File: src/rtl/ecc_apb_sequencer.sv
// APB requester for the ECC_ENC_DEC slave: takes one job, writes DATA_IN, CODEWORD_WIDTH,
// NOISE and CTRL, then waits for operation_done (or a timeout) and returns one response.
module ecc_apb_sequencer #(
  parameter int DATA_WIDTH      = 32,
  parameter int AMBA_ADDR_WIDTH = 20,
  parameter int AMBA_WORD       = 32,
  parameter int ADDR_CTRL       = 0,
  parameter int ADDR_DATA_IN    = 4,
  parameter int ADDR_CW_WIDTH   = 8,
  parameter int ADDR_NOISE      = 12,
  parameter int TIMEOUT_CYCLES  = 64
) (
  input  logic                       clk,
  input  logic                       rst,
  input  logic                       job_valid,
  output logic                       job_ready,
  input  logic [1:0]                 job_mode,
  input  logic [1:0]                 job_cw_width,
  input  logic [AMBA_WORD-1:0]       job_data,
  input  logic [AMBA_WORD-1:0]       job_noise,
  output logic [AMBA_ADDR_WIDTH-1:0] PADDR,
  output logic [AMBA_WORD-1:0]       PWDATA,
  output logic                       PSEL,
  output logic                       PENABLE,
  output logic                       PWRITE,
  input  logic                       operation_done,
  input  logic [DATA_WIDTH-1:0]      data_out,
  input  logic [1:0]                 num_of_errors,
  output logic                       rsp_valid,
  input  logic                       rsp_ready,
  output logic [DATA_WIDTH-1:0]      rsp_data,
  output logic [1:0]                 rsp_errors,
  output logic [1:0]                 rsp_status
);

  localparam int CNT_W = $clog2(TIMEOUT_CYCLES + 1);

  typedef enum logic [2:0] {IDLE, SETUP, ACCESS, WAIT_DONE, RESP} state_t;

  state_t                       state_q, state_d;
  logic [1:0]                   idx_q, idx_d;
  logic [CNT_W-1:0]             cnt_q, cnt_d;
  logic [1:0]                   mode_q, mode_d;
  logic [1:0]                   cw_q, cw_d;
  logic [AMBA_WORD-1:0]         noise_q, noise_d;
  logic [AMBA_ADDR_WIDTH-1:0]   paddr_q, paddr_d;
  logic [AMBA_WORD-1:0]         pwdata_q, pwdata_d;
  logic [DATA_WIDTH-1:0]        rsp_data_q, rsp_data_d;
  logic [1:0]                   rsp_err_q, rsp_err_d;
  logic [1:0]                   rsp_status_q, rsp_status_d;

  // Bus control is decoded straight from the state so reset drops PSEL/PENABLE at once.
  assign PSEL       = (state_q == SETUP) || (state_q == ACCESS);
  assign PENABLE    = (state_q == ACCESS);
  assign PWRITE     = PSEL;
  assign PADDR      = paddr_q;
  assign PWDATA     = pwdata_q;
  assign job_ready  = (state_q == IDLE);
  assign rsp_valid  = (state_q == RESP);
  assign rsp_data   = rsp_data_q;
  assign rsp_errors = rsp_err_q;
  assign rsp_status = rsp_status_q;

  always_comb begin
    state_d      = state_q;
    idx_d        = idx_q;
    cnt_d        = cnt_q;
    mode_d       = mode_q;
    cw_d         = cw_q;
    noise_d      = noise_q;
    paddr_d      = paddr_q;
    pwdata_d     = pwdata_q;
    rsp_data_d   = rsp_data_q;
    rsp_err_d    = rsp_err_q;
    rsp_status_d = rsp_status_q;

    case (state_q)
      IDLE: begin
        if (job_valid) begin
          mode_d  = job_mode;
          cw_d    = job_cw_width;
          noise_d = job_noise;
          idx_d   = 2'd0;
          cnt_d   = '0;
          if (job_mode == 2'd3) begin
            state_d      = RESP;
            rsp_status_d = 2'b10;
            rsp_data_d   = '0;
            rsp_err_d    = 2'd0;
          end else begin
            // DATA_IN is the only write taken straight from the job inputs.
            state_d  = SETUP;
            paddr_d  = AMBA_ADDR_WIDTH'(ADDR_DATA_IN);
            pwdata_d = job_data;
          end
        end
      end
      SETUP: state_d = ACCESS;
      ACCESS: begin
        if (idx_q == 2'd3) begin
          state_d = WAIT_DONE;
        end else begin
          state_d = SETUP;
          idx_d   = idx_q + 2'd1;
          case (idx_q)
            2'd0: begin
              paddr_d  = AMBA_ADDR_WIDTH'(ADDR_CW_WIDTH);
              pwdata_d = AMBA_WORD'(cw_q);
            end
            2'd1: begin
              paddr_d  = AMBA_ADDR_WIDTH'(ADDR_NOISE);
              pwdata_d = noise_q;
            end
            default: begin
              paddr_d  = AMBA_ADDR_WIDTH'(ADDR_CTRL);
              pwdata_d = AMBA_WORD'(mode_q);
            end
          endcase
        end
      end
      WAIT_DONE: begin
        // A done strobe on the final counted cycle still wins over the timeout.
        if (operation_done) begin
          state_d      = RESP;
          rsp_data_d   = data_out;
          rsp_err_d    = num_of_errors;
          rsp_status_d = 2'b00;
        end else if (cnt_q == CNT_W'(TIMEOUT_CYCLES - 1)) begin
          state_d      = RESP;
          rsp_data_d   = '0;
          rsp_err_d    = 2'd0;
          rsp_status_d = 2'b01;
        end else begin
          cnt_d = cnt_q + 1'b1;
        end
      end
      RESP: begin
        if (rsp_ready) state_d = IDLE;
      end
      default: state_d = IDLE;
    endcase
  end

  always_ff @(posedge clk or negedge rst) begin
    if (!rst) begin
      state_q      <= IDLE;
      idx_q        <= 2'd0;
      cnt_q        <= '0;
      mode_q       <= 2'd0;
      cw_q         <= 2'd0;
      noise_q      <= '0;
      paddr_q      <= '0;
      pwdata_q     <= '0;
      rsp_data_q   <= '0;
      rsp_err_q    <= 2'd0;
      rsp_status_q <= 2'b00;
    end else begin
      state_q      <= state_d;
      idx_q        <= idx_d;
      cnt_q        <= cnt_d;
      mode_q       <= mode_d;
      cw_q         <= cw_d;
      noise_q      <= noise_d;
      paddr_q      <= paddr_d;
      pwdata_q     <= pwdata_d;
      rsp_data_q   <= rsp_data_d;
      rsp_err_q    <= rsp_err_d;
      rsp_status_q <= rsp_status_d;
    end
  end

endmodule

File: config.mk
export PLATFORM = sky130hd
export DESIGN_NAME = ecc_apb_sequencer
export DESIGN_NICKNAME = d
export VERILOG_FILES = /design/src/rtl/ecc_apb_sequencer.sv
export SDC_FILE = /design/constraint.sdc
export NUM_CORES = 1
export LEC_CHECK = 0
export ABC_AREA = 1
export BUFFER_PORTS_ARGS = -buffer_cell sky130_fd_sc_hd__buf_4
export CAP_MARGIN = 40
export CORE_UTILIZATION = 40
export CTS_BUF_LIST = sky130_fd_sc_hd__clkbuf_16
export DETAILED_ROUTE_END_ITERATION = 7
export PLACE_DENSITY_LB_ADDON = 0.1
export SETUP_SLACK_MARGIN = 0.2
export SLEW_MARGIN = 40
export SYNTH_ARGS = -nofsm -noshare
export SYNTH_HDL_FRONTEND = slang
export SYNTH_SLANG_ARGS = --single-unit
File: constraint.sdc
create_clock -name clk -period 4.2 [get_ports clk]
set_input_delay 0.42 -clock clk [delete_from_list [all_inputs] [get_ports clk]]
set_output_delay 0.42 -clock clk [all_outputs]
set_load 0.01 [all_outputs]
==> results of run 1 <==
[flip-flops by register name, indices dropped and copies added, names as in the netlist]
signal / flops
noise_q: 32
cnt_q: 7
rsp_errors: 2
rsp_data: 32
mode_q: 2
PADDR: 2
cw_q: 2
state_q: 3
rsp_status: 2
idx_q: 2
PWDATA: 32
[path summary, 6_finish.rpt]
check / startpoint / to / cells after the start
hold reg to reg: rsp_data[9]$_DFFE_PN0P_ / rsp_data[9]$_DFFE_PN0P_ / 2
setup reg to reg: state_q[1]$_DFFE_PN0P_ / PWDATA[12]$_DFFE_PN0P_ / 9
max in group asynchronous: rst / PWDATA[9]$_DFFE_PN0P_ / 2
min in group clk: job_noise[17] / noise_q[17]$_DFFE_PN0P_ / 3
hold / removal: rst / PWDATA[26]$_DFFE_PN0P_ / 1
setup / recovery: state_q[2]$_DFFE_PN0P_ / PWRITE / 5
[cell usage after synthesis (2+ instances only)]
library cell and instances:
nand4_1 2, nand2_1 411, inv_1 18, o21ai_0 8, buf_2 14, inv_2 4
nand2_2 2, buf_6 3, dfrtp_1 118, buf_4 25, nand3_1 44, nor2_1 9
clkbuf_1 8, ha_1 4, o21ai_1 7
[area by class of cell]
class | count | area, um^2 | share of cell area [%]
clock buffers | 17 | 425 | 5.86
clock inverters | 15 | 58.8 | 0.811
inverters | 23 | 87.6 | 1.21
multi-input cells | 516 | 2110 | 29.1
flip-flops and latches | 118 | 2950 | 40.7
well taps | 176 | 220 | 3.04
repair buffers | 186 | 1400 | 19.2
[metal layers]
metal	GRT usage [%]	vias to the layer above	routed length, um
li1	-	2420	-
met1	26.3	2225	6010
met2	31.3	181	6190
met3	8.49	23	1250
met4	9.38	0	288
met5	0	-	0
[cells by family (layout without fill, tap and decap cells)]
group                      count (synthesis)  count (layout)  share of synthesized area, %
and+or+nand+nor                          475             475                          34.9
buffers and inverters                     73             241                          7.57
DFF                                      118             118                          54.6
AOI/OAI and AO/OA                         19              19                          1.90
adders and majority gates                  4               4                         0.926
other                                      1              18                        0.0694
[cells in the final DEF, fill, tap and decap left out, drive strengths merged]
| master | instances |
|---|---|
| nand2 | 414 |
| buf | 186 |
| dfrtp | 118 |
| nand3 | 45 |
| inv | 28 |
| conb | 18 |
| clkbuf | 17 |
| o21ai | 15 |
| nor2 | 11 |
| clkinv | 10 |
| ha | 4 |
| nand4 | 2 |
| nor3 | 2 |
| o211ai | 1 |
| a21oi | 1 |
| o21bai | 1 |
| o31ai | 1 |
| or2 | 1 |
[report_power, final]
group / total, mW / internal (mW) / switching [mW]
Clock: 1.18 / 0.719 / 0.458
Sequential: 1.88 / 1.59 / 0.284
Combinational: 1.96 / 0.764 / 1.20
==> impl_metrics.tcl, run 1 <==
set metrics [dict create \
    die_y_um 118 \
    fmax_mhz 391 \
    synth_ff_type "dfrtp_1" \
    gr-total-overflow 0 \
    postRouteAntennaNets 0 \
    relSlewSlack_pct 52.3 \
    avgRoutedWirePerCell_um 13.1 \
    min_period_ns 2.56 \
    fin_tns_setup_ns 0 \
    antenna_found_initial 0 \
    finalWorstSetupSlack_ns 1.64 \
    report.power.total_mw 5.02 \
    synthCells 690 \
    required_ns 3.78 \
    cts_sinks 118 \
    dp_slack_ns 1.64 \
    ys_ff_latch 118 \
    slowest_stage "dfrtp_1" \
    grt_setup_unrepaired "false" \
    worst_slew_pin_slew_ns 0.713 \
    fp.dieW_um 118 \
    synth_edf_count 0 \
    clkLatencyLatePin_ns 0.40 \
    hold_path_class "input port to asynchronous set/reset pin" \
    ys_seq_area_share_pct 54.6 \
    vias 4849 \
    syn_avg_cell_area_um2 7.84 \
    stdcell_area_mm2 0.00725 \
    cts_resized 0 \
    initial_core_util_pct 41.0 \
    slew_viol_final 0 \
    dpl_cell_area_mm2 0.00677 \
    dr.first_iter.drc_count 294 \
    power.density_mw_per_mm2 692 \
    grt_max_degree 48 \
    whs_ns -0.00773 \
    grt_pass1_wl_um 22700 \
    postLayoutCoreUtil_pct 55.0 \
    dp.cells 1019 \
    portBuffers 181 \
    rows 42 \
    crit_path_start_kind "flip-flop" \
    crit_fanout 37 \
    critPathMaxStageDelay_ns 0.44 \
    fillCellCount 1265 \
    coreArea_mm2 0.0132 \
    area_growth_pct 34.2 \
    critPathBufInv 3 \
    first_global_vias 4739 \
    crit_top_cell "buf_4" \
    cts.clk_slew.worst_paths_ns 0.05 \
    cts_inserted_buffers 17 \
    skew_ns 0.00553 \
    yosys_warnings 0 \
    cts_hold_buffers 0 \
    crit_family "buffers and inverters" \
    regToRegSetupSlack_ns 1.65 \
    postCtsSetupBuffers 0 \
    fin_nets 973 \
    dieArea_mm2 0.0140 \
    vdd_drop_max_uv 349 \
    crit_chain "nor3_4 -> buf_4 -> inv_2 -> nand2_1 -> buf_4" \
    worst_ep_arrival_time_ns 2.14 \
    worst_setup_path_end_kind "primary output" \
    final-setup-viol-count 0 \
    fin_cells 1051 \
    violations "negative hold slack" \
    vias_per_cell 4.61 \
    syn-cell-area_mm2 0.00541 \
    dp.final_hpwl_um 9400 \
    wl_um 13700 \
    drc 0 \
    synth_top_area_cell "dfrtp_1" \
    ios 200 \
    drive_gt1_share_pct 25.0 \
    cts_tree "built" \
    post-route-period-util_pct 61.0 \
    grtUsageTotal_pct 20.8 \
    maxCapViolations 0 \
    antenna_cells 0 \
    outcome "complete, but fails checks" \
    firstDrtPassIters 4 \
    p_leak_nw 4.19 \
    place.gp.congestion 0.777 \
    htree_levels 4 \
    cts-root-buf "clkbuf_16" \
    worstSetupPathType "flip-flop to primary output" \
    ys_top_cells_by_area "dfrtp_1 55%, nand2_1 29%, nand3_1 4.1%" \
    cts_buffer_depth 2 \
    ys_types 28 \
    async_flop_share_pct 100 \
    hold_viol 4 \
    synth_top_cell_area_share_pct 54.6 \
]
(Power assumes the default switching activity.)
==> inputs of run 2 (changes only) <==
- clock period: 4.2 -> 2.5 ns (I/O delays scaled with it)
==> impl_metrics.tcl, run 2 (synthesis gave the netlist of run 1 again) <==
set metrics [dict create \
    outcome "complete, no violations" \
    cts_inserted_buffers 17 \
    rows 42 \
    vdd_drop_max_uv 579 \
    report.power.total_mw 8.44 \
    whs_ns 0.0319 \
    pwr-share-comb_pct 39.2 \
    postCtsSetupBuffers 0 \
    first_global_vias 4798 \
    firstDrtPassIters 5 \
    required_ns 2.25 \
    gr-total-overflow 0 \
    maxCapViolations 0 \
    drc 0 \
    crit_path_start_kind "flip-flop" \
    drive_gt1_share_pct 25.5 \
    hold_viol 0 \
    dp.cells 1022 \
    final_cell_mix "411 x nand2_1, 188 x buf_4, 118 x dfrtp_1" \
    grt_pass1_wl_um 22800 \
    antenna_found_initial 0 \
    dpl_cell_area_mm2 0.00681 \
    dr.first_iter.drc_count 196 \
    cts_resized 0 \
    hold_path_class "input port to flip-flop" \
    initial_core_util_pct 41.0 \
    fp.dieW_um 118 \
    crit_fanout 36 \
    portBuffers 181 \
    worstSetupPathType "flip-flop to primary output" \
    area_growth_pct 35.0 \
    power_switching_share_pct 38.4 \
    stdcell_area_mm2 0.00730 \
    top_usage_layer "met2" \
    power_switching_mw 3.24 \
    worst_slew_pin_slew_ns 0.652 \
    cts-root-buf "clkbuf_16" \
    place.gp.congestion 0.788 \
    cts_tree "built" \
    htree_levels 4 \
    wl_um 13900 \
    fin_tns_setup_ns 0 \
    grtUsageTotal_pct 20.8 \
    die_y_um 118 \
    dieArea_mm2 0.0140 \
    antenna_cells 0 \
    post-route-period-util_pct 81.7 \
    cts.clk_slew.worst_paths_ns 0.05 \
    cts_sinks 118 \
    cts_buffer_depth 2 \
    avgRoutedWirePerCell_um 13.2 \
    fin_cells 1054 \
    multi_input_area_mm2 0.00211 \
    coreArea_mm2 0.0132 \
    layout_commonest_cell "nand2_1" \
    power_frac_clock_pct 23.6 \
    grt_setup_unrepaired "false" \
    final-setup-viol-count 0 \
    power.density_mw_per_mm2 1160 \
    skew_ns 0.0118 \
    final-seq-area_mm2 0.00295 \
    pwr-share-seq_pct 37.2 \
    fillCellCount 1272 \
    fmax_mhz 490 \
    grt_max_degree 43 \
    p_leak_nw 4.21 \
    ios 200 \
    dp.final_hpwl_um 9580 \
    grtUsageMet3_pct 7.29 \
    vias 4816 \
    intPower_mw 5.20 \
    worst_ep_arrival_time_ns 1.79 \
    fin_nets 977 \
    clkLatencyLatePin_ns 0.41 \
    vias_per_cell 4.57 \
    grt_use_met1_pct 25.9 \
    relSlewSlack_pct 56.5 \
    postRouteAntennaNets 0 \
    worst_setup_path_end_kind "primary output" \
    grt_util_met2_pct 33.1 \
    min_period_ns 2.04 \
    slew_viol_final 0 \
]
## run 2: changes by cell type in the layout (fill, tap and decap cells not counted)
cell           previous run  this run
buf_12                    0         1
buf_4                   186       188
clkinv_1                  7         4
clkinv_2                  3         5
dlygate4sd3_1             0         1
## run 2: cell type report
cell class | count | share of cell area (%)
Sequential cell | 118 | 40.5
Multi-Input combinational cell | 516 | 29.0
Timing Repair Buffer | 190 | 19.7
Clock buffer | 17 | 5.83
Tap cell | 176 | 3.02
Inverter | 23 | 1.20
Clock inverter | 14 | 0.789
## run 2: power groups by stage
stage	clock (mW)	combinational [mW]	sequential [mW]
2_1_floorplan	0	1.95	3.27
3_3_place_gp	0	3.30	3.13
3_5_place_dp	0	3.36	3.15
4_1_cts	2.04	3.38	3.14
5_1_grt	2.12	3.74	3.23
6_report	1.99	3.31	3.14
## run 2: final timing paths
check	from	endpoint	slack, ns	cells after the start
min reg2reg	rsp_data[5]$_DFFE_PN0P_	rsp_data[5]$_DFFE_PN0P_	0.47	2
max in group asynchronous	rst	rsp_data[11]$_DFFE_PN0P_	1.43	3
max	state_q[1]$_DFFE_PN0P_	PWRITE	0.46	5
min	data_out[15]	rsp_data[15]$_DFFE_PN0P_	0.03	3
max reg2reg	state_q[0]$_DFFE_PN0P_	mode_q[0]$_DFFE_PN0P_	0.61	5
min in group asynchronous	rst	PWDATA[26]$_DFFE_PN0P_	0.37	2
## run 2: through the flow
stage,utilization (%),worst slack [ns]
after floorplan,-,0.945
after global placement,51.6,0.645
after detailed placement,51.6,0.573
after CTS,55.3,0.411
after global routing,55.3,0.348
final,55.3,0.458
## run 2: critical path: stages (launching register included)
cell	delay [ns]
dfrtp_1	0.42
inv_2	0.10
nor3_4	0.05
inv_2	0.49
nand2_1	0.15
buf_4	0.18
## run 2: routing by layer
| layer | part of all wire (%) | vias to the layer above | routed length [um] |
|---|---|---|---|
| li1 | - | 2430 | - |
| met1 | 45 | 2206 | 6190 |
| met2 | 46 | 163 | 6370 |
| met3 | 8.2 | 17 | 1130 |
| met4 | 1.3 | 0 | 176 |
| met5 | 0 | - | 0 |
## run 2: repair_timing
item	CTS	global route
endpoints found under the setup margin	0	0
hold endpoints to repair	39	0
hold buffers	1	0
==> inputs of run 3 (changes only) <==
- clock period: 2.5 -> 2.1 ns (I/O delays scaled with it)
==> impl_metrics.tcl, run 3 (synthesis gave the netlist of run 1 again) <==
set metrics [dict create \
    outcome "complete, no violations" \
    drive_gt1_share_pct 25.5 \
    initial_core_util_pct 41.0 \
    dpl_cell_area_mm2 0.00683 \
    clkLatencyLatePin_ns 0.41 \
    crit_chain "nor3_4 -> bufinv_16 -> nand2_1 -> buf_4" \
    cts.clk_slew.worst_paths_ns 0.05 \
    pwr-share-seq_pct 34.3 \
    worst_setup_path_end_kind "primary output" \
    rows 42 \
    crit_path_start_kind "flip-flop" \
    power_switching_mw 4.06 \
    die_y_um 118 \
    p_leak_nw 4.53 \
    grt_setup_unrepaired "false" \
    postRouteAntennaNets 0 \
    whs_ns 0.00932 \
    cts_tree "built" \
    crit_fanout 7 \
    power_frac_clock_pct 26.5 \
    htree_levels 4 \
    dieArea_mm2 0.0140 \
    grtUsageTotal_pct 21.8 \
    vias_per_cell 4.56 \
    grt_max_degree 44 \
    antenna_found_initial 0 \
    postLayoutCoreUtil_pct 61.1 \
    worst_slew_pin_slew_ns 0.675 \
    final-setup-viol-count 0 \
    fmax_mhz 554 \
    hold_viol 0 \
    cts_inserted_buffers 17 \
    fp.dieW_um 118 \
    cts-root-buf "clkbuf_16" \
    finalWorstSetupSlack_ns 0.294 \
    min_period_ns 1.81 \
    antenna_cells 0 \
    power.density_mw_per_mm2 1360 \
    first_global_vias 5034 \
    post-route-period-util_pct 86.0 \
    ios 200 \
    area_growth_pct 49.2 \
    place.gp.congestion 0.846 \
    gr-total-overflow 0 \
    cts_buffer_depth 2 \
    portBuffers 181 \
    fin_nets 1038 \
    critPathBufInv 2 \
    worst_ep_arrival_time_ns 1.60 \
    firstDrtPassIters 4 \
    required_ns 1.89 \
    maxCapViolations 0 \
    critPathMaxStageDelay_ns 0.44 \
    fin_tns_setup_ns 0 \
    relSlewSlack_pct 54.9 \
    cts_sinks 118 \
    pwr-share-comb_pct 39.3 \
    power_switching_share_pct 37.0 \
    wl_um 14900 \
    stdcell_area_mm2 0.00807 \
    final_cell_mix "411 x nand2_1, 194 x buf_4, 117 x dfrtp_1" \
    hold_path_class "input port to flip-flop" \
    vdd_drop_max_uv 686 \
    report.power.total_mw 11.0 \
    crit_family "flip-flops" \
    intPower_mw 6.92 \
    worstSetupPathType "flip-flop to primary output" \
    coreArea_mm2 0.0132 \
    slowest_stage "dfrtp_2" \
    grt_pass1_wl_um 24000 \
    dr.first_iter.drc_count 237 \
    dp_slack_ns 0.184 \
    layout_commonest_cell "nand2_1" \
    fin_cells 1116 \
    vias 5088 \
    dp.cells 1023 \
    drc 0 \
    dp.final_hpwl_um 9720 \
    slew_viol_final 0 \
    skew_ns 0.0141 \
    avgRoutedWirePerCell_um 13.3 \
]
[run 3: cell count changes in the layout (fill, tap and decap cells not counted), sizes merged]
cell,change
buf,+9
bufinv,+5
inv,-3
clkinv,-1
dlygate4sd3,+51
clkinvlp,+1
[run 3: power groups by stage]
| stage | clock [mW] | sequential, mW | combinational (mW) |
|---|---|---|---|
| floorplan | 0 | 3.89 | 2.32 |
| CTS | 2.97 | 3.76 | 4.14 |
| finish | 2.90 | 3.76 | 4.31 |
| global route | 3.06 | 3.87 | 4.83 |
| detailed placement | 0 | 3.77 | 4.03 |
| global placement | 0 | 3.75 | 3.94 |
[run 3: tightest hold or removal path: cells and delay by family]
family / cells / cell delay [ns]
simple gates: 2 / 0.09
buf+inv: 1 / 0.08
[run 3: cell type report]
class                      instances  area [um^2]
fill                            1194         5120
sequential                       118         2950
multi-input combinational        516         2120
timing repair buffer             250         2040
clock buffer                      17          425
tap                              176          220
clock inverter                    15          169
inverter                          23          120
timing repair inverter             1         8.76
[run 3: timing repair]
action,4_1_cts,5_1_grt
pin swaps,0,1
endpoints found under the hold margin,90,0
endpoints found under the setup margin,34,70
hold buffers,52,0
cloned,0,1
buffers inserted,0,8
resized for setup,2,11
[run 3: final timing paths]
path | slack, ns | to | cells after the start | from
max in group asynchronous | 1.09 | noise_q[4]$_DFFE_PN0P_ | 3 | rst
worst min register to register | 0.48 | noise_q[6]$_DFFE_PN0P_ | 2 | noise_q[6]$_DFFE_PN0P_
worst max-delay path | 0.29 | PSEL | 4 | state_q[2]$_DFFE_PN0P_
min in group asynchronous | 0.35 | PWDATA[26]$_DFFE_PN0P_ | 2 | rst
worst min-delay path | 0.009 | rsp_data[29]$_DFFE_PN0P_ | 3 | data_out[29]
worst max register to register | 0.37 | PADDR[2]$_DFFE_PN0P_ | 8 | state_q[2]$_DFFE_PN0P_
[run 3: layer usage]
layer	vias up	track usage [%]	part of all wire [%]
met1	2369	27.3	45
met2	151	35.8	48
li1	2560	-	-
met5	-	0	0
met3	8	6.81	5.6
met4	0	7.21	0.98
